## src/rtl/shift8_seq.sv

```systemverilog
// Multi-pass sequencer driving an external combinational 8-bit LSL shifter.
// Splits a 0-7 shift into passes of at most 3 positions and accumulates the result.
module shift8_seq (
    input  logic       clk,
    input  logic       reset,
    input  logic       start,
    input  logic [7:0] d_in,
    input  logic [2:0] amt,
    output logic       busy,
    output logic       done,
    output logic [7:0] d_out,
    output logic [7:0] lsl_d_in,
    output logic [1:0] lsl_shamt,
    input  logic [7:0] lsl_d_out
);

    typedef enum logic [1:0] {
        IDLE  = 2'd0,
        SHIFT = 2'd1,
        DONE  = 2'd2
    } state_t;

    state_t     state;
    logic [7:0] acc;
    logic [2:0] rem;
    logic [1:0] step;
    logic [2:0] rem_next;

    // NOTE: every signal driven here is fully assigned on every path, so no latch can form.
    always_comb begin
        step     = (rem >= 3'd3) ? 2'd3 : rem[1:0];
        rem_next = rem - {1'b0, step};
    end

    assign lsl_shamt = (state == SHIFT) ? step : 2'b00;
    assign lsl_d_in  = acc;
    assign d_out     = acc;
    assign busy      = (state != IDLE);
    assign done      = (state == DONE);

    // NOTE: non-blocking assignments so all registers update from pre-edge values together.
    always_ff @(posedge clk or posedge reset) begin
        if (reset) begin
            state <= IDLE;
            acc   <= 8'h00;
            rem   <= 3'd0;
        end else begin
            case (state)
                IDLE: begin
                    if (start) begin
                        acc   <= d_in;
                        rem   <= amt;
                        state <= (amt != 3'd0) ? SHIFT : DONE;
                    end
                end
                SHIFT: begin
                    acc <= lsl_d_out;
                    rem <= rem_next;
                    if (rem_next == 3'd0) begin
                        state <= DONE;
                    end
                end
                DONE: begin
                    state <= IDLE;
                end
                default: begin
                    state <= IDLE;
                end
            endcase
        end
    end

endmodule

```

## config.mk

```make
export PLATFORM = sky130hd
export DESIGN_NAME = shift8_seq
export DESIGN_NICKNAME = d
export VERILOG_FILES = /design/src/rtl/shift8_seq.sv
export SDC_FILE = /design/constraint.sdc
export NUM_CORES = 1
export LEC_CHECK = 0
export ABC_AREA = 1
export CAP_MARGIN = 20
export CORE_MARGIN = 8
export CORE_UTILIZATION = 43
export CTS_BUF_LIST = sky130_fd_sc_hd__clkbuf_16
export DETAILED_ROUTE_END_ITERATION = 16
export PLACE_DENSITY = 0.84
export RECOVER_POWER = 25
export SYNTH_ARGS = -nofsm -noshare
export SYNTH_HDL_FRONTEND = slang
export SYNTH_SLANG_ARGS = --single-unit
```

## constraint.sdc

```tcl
create_clock -name clk -period 2.5 [get_ports clk]
set_input_delay 0.75 -clock clk [delete_from_list [all_inputs] [get_ports clk]]
set_output_delay 0.75 -clock clk [all_outputs]
set_load 0.005 [all_outputs]
```

==> reports/metrics.yaml <==
startpoint: "state[1]$_DFFE_PP0P_"
die-area_sq_um: 3694
cp_num_buf_inv: 2
synth_most_common_cell: "nand2_1"
routedWlPerCell_um: 12.71
final_area_sq_um: 1300
firstDrtPassIters: 4
grt_util_all_layers: 0.1403
worstSetupPathType: "reg -> out"
clk_latency_ns: 0.24
clock-root-buffer: "clkbuf_16"
slew_headroom: 0.6581
synth.distinct_cells: 17
finalSetupViolCount: 0
min_period_ns: 2.371
power.leakage_uw: 0.0006771
skew_ns: 0.001027
grt_pass1_wl_um: 3864
die_width_um: 60.78
yosysTopAreaCellShare: 0.3774
ys.warnings.count: 0
grt_max_degree: 15
r2r_cells: 9
crit_path_end: "lsl_shamt[0]"
ir_worst_vdd_mv: 0.6674
synth_flop_cell: "dfrtp_1"
ys_async_sr_fraction: 1.000
antenna_found_initial: 0
drtIter0Drc: 24
cts_buffers: 3
placed_area_sq_um: 1216
nets: 187
pre_cts_ws_ns: 0.3187
crit_arrival_ns: 1.62
fp.dieH_um: 60.78
setup_tns_ns: 0
syn_area_per_cell_sq_um: 6.683
max_stage_delay_ns: 0.51
routed_wl_um: 2415
cp_slowest_cell: "clkdlybuf4s50_1"
grt_pass1_vias: 910
rsz0062_at_grt: "no"
drive_gt1_frac: 0.06135
min_path_type: "reg -> reg"
cp.required_ns: 1.75
path_delay_family: "buffers and inverters"
initial_core_util: 0.4486
grt.overflow.total: 0
final.setup.worst_slack_ns: 0.1295
area_growth_pct: 50.80
r2r_setup_slack_ns: 1.12
hold_viol_final: 0
netlist_area_sq_um: 862.1
htreeDepth: 1
pin_count: 42
diodes: 0
cts_max_path_buffers: 2
gp_congestion: 0.8422
cts.sinks: 13
end_kind: "output port"
status: "finished clean"
port_buffers: 41
num_rows: 16
synth.top_cells.by_count: "nand2_1, dfrtp_1, inv_1"
crit_fanout: 13
ys_seq_area_frac: 0.3774
vias: 881
critical_path.cell_chain: "inv_2 > nand2_4 > a21oi_1 > clkdlybuf4s50_1"
timing.rr.start: "rem[2]$_DFFE_PP0P_"
ant_nets: 0
synth_area_leaders: "dfrtp_1, nand2_1, buf_4, inv_1, nand3_1"
synth_edf_count: 0
place.detailed.hpwl_um: 1823
cap_violations: 0
r2r_end: "state[1]$_DFFE_PP0P_"
tritoncts: "done"
vias_per_cell: 4.637
yosys.area.top_type: "dfrtp_1"
cp-start-kind: "register"
ys_ff_latch: 13
fillCellCount: 175
fmax_mhz: 421.9
ctsHoldBuffers: 0
slew_viol_final: 0
clk_pin_slew_worst_paths_ns: 0.04
drc_errors: 0
core_sq_um: 1922
worst-path-stages: 4
synth_nets: 152
p_per_area_nw_per_um2: 1276
whs_ns: 0.4833
netlist_instances: 129
fin_crit_sh: 0.9482
worst_pin_slew_ns: 0.5122
power_uw: 1659
## cells by family after synthesis
group / Yosys count / share of synthesized area
flops: 13 / 0.3774
fa+ha+maj: 1 / 0.01451
compound gates: 8 / 0.05951
buf+inv: 29 / 0.1829
simple gates: 78 / 0.3657
## registers in the layout, indices dropped and copies added (netlist names)
name,count
d_out,8
state,2
rem,3
## cell usage in the layout (no fill, tap or decap), drive strengths merged, types with 2 or more instances in the layout
cell type / n
nor2: 5
nand4: 2
dfrtp: 13
o21ai: 5
clkdlybuf4s50: 40
a21oi: 3
inv: 18
nand3: 6
clkbuf: 3
nand2: 65
## metal layers
layer,track usage,vias to the layer above,share of wire
met1,0.1264,380,0.38
met3,0.07203,4,0.12
met5,0,-,0
met2,0.2594,46,0.49
met4,0.05316,0,0.0087
li1,-,451,-
## per-stage QoR
stage	utilization	instances
after global placement	0.6328	186
after detailed placement	0.6328	186
after floorplan	-	129
after CTS	0.6738	190
after global routing	0.6764	190
final	0.6764	190
## worst min-delay path by stage
stage	start	end	cells after the start
floorplan	rem[0]$_DFFE_PP0P_	rem[0]$_DFFE_PP0P_	2
global placement	rem[0]$_DFFE_PP0P_	rem[0]$_DFFE_PP0P_	2
detailed placement	rem[0]$_DFFE_PP0P_	rem[0]$_DFFE_PP0P_	2
CTS	rem[0]$_DFFE_PP0P_	rem[0]$_DFFE_PP0P_	2
global route	rem[0]$_DFFE_PP0P_	rem[0]$_DFFE_PP0P_	2
finish	rem[0]$_DFFE_PP0P_	rem[0]$_DFFE_PP0P_	2
## power by group
| part | switching, uW | internal [uW] |
|---|---|---|
| combinational | 478 | 473 |
| clock | 86.4 | 211 |
| sequential | 94.9 | 315 |
| total | 659 | 999 |
## worst reg2reg max path, stage by stage, from the launching register on
cell	delay (ns)
dfrtp_1	0.40
inv_2	0.08
nand2_1	0.07
nand3_1	0.06
ha_1	0.30
nand3_1	0.10
nand2_1	0.09
clkinv_1	0.05
nand3_1	0.07
nor2_1	0.05
## timing repair
action,CTS,global route
endpoints found under the setup margin,0,2
resized for setup,0,1
hold endpoints to repair,0,0
buffers inserted,0,0
## layout make-up
| class | count | area [sq um] | area share |
|---|---|---|---|
| clock inverters | 1 | 3.754 | 0.002887 |
| well taps | 27 | 33.78 | 0.02599 |
| clock buffers | 3 | 75.07 | 0.05775 |
| repair buffers | 41 | 410.4 | 0.3157 |
| multi-input cells | 87 | 384.1 | 0.2955 |
| flip-flops and latches | 13 | 325.3 | 0.2502 |
| inverters | 18 | 67.56 | 0.05197 |
Note: power is estimated with default switching activity, not from simulation.
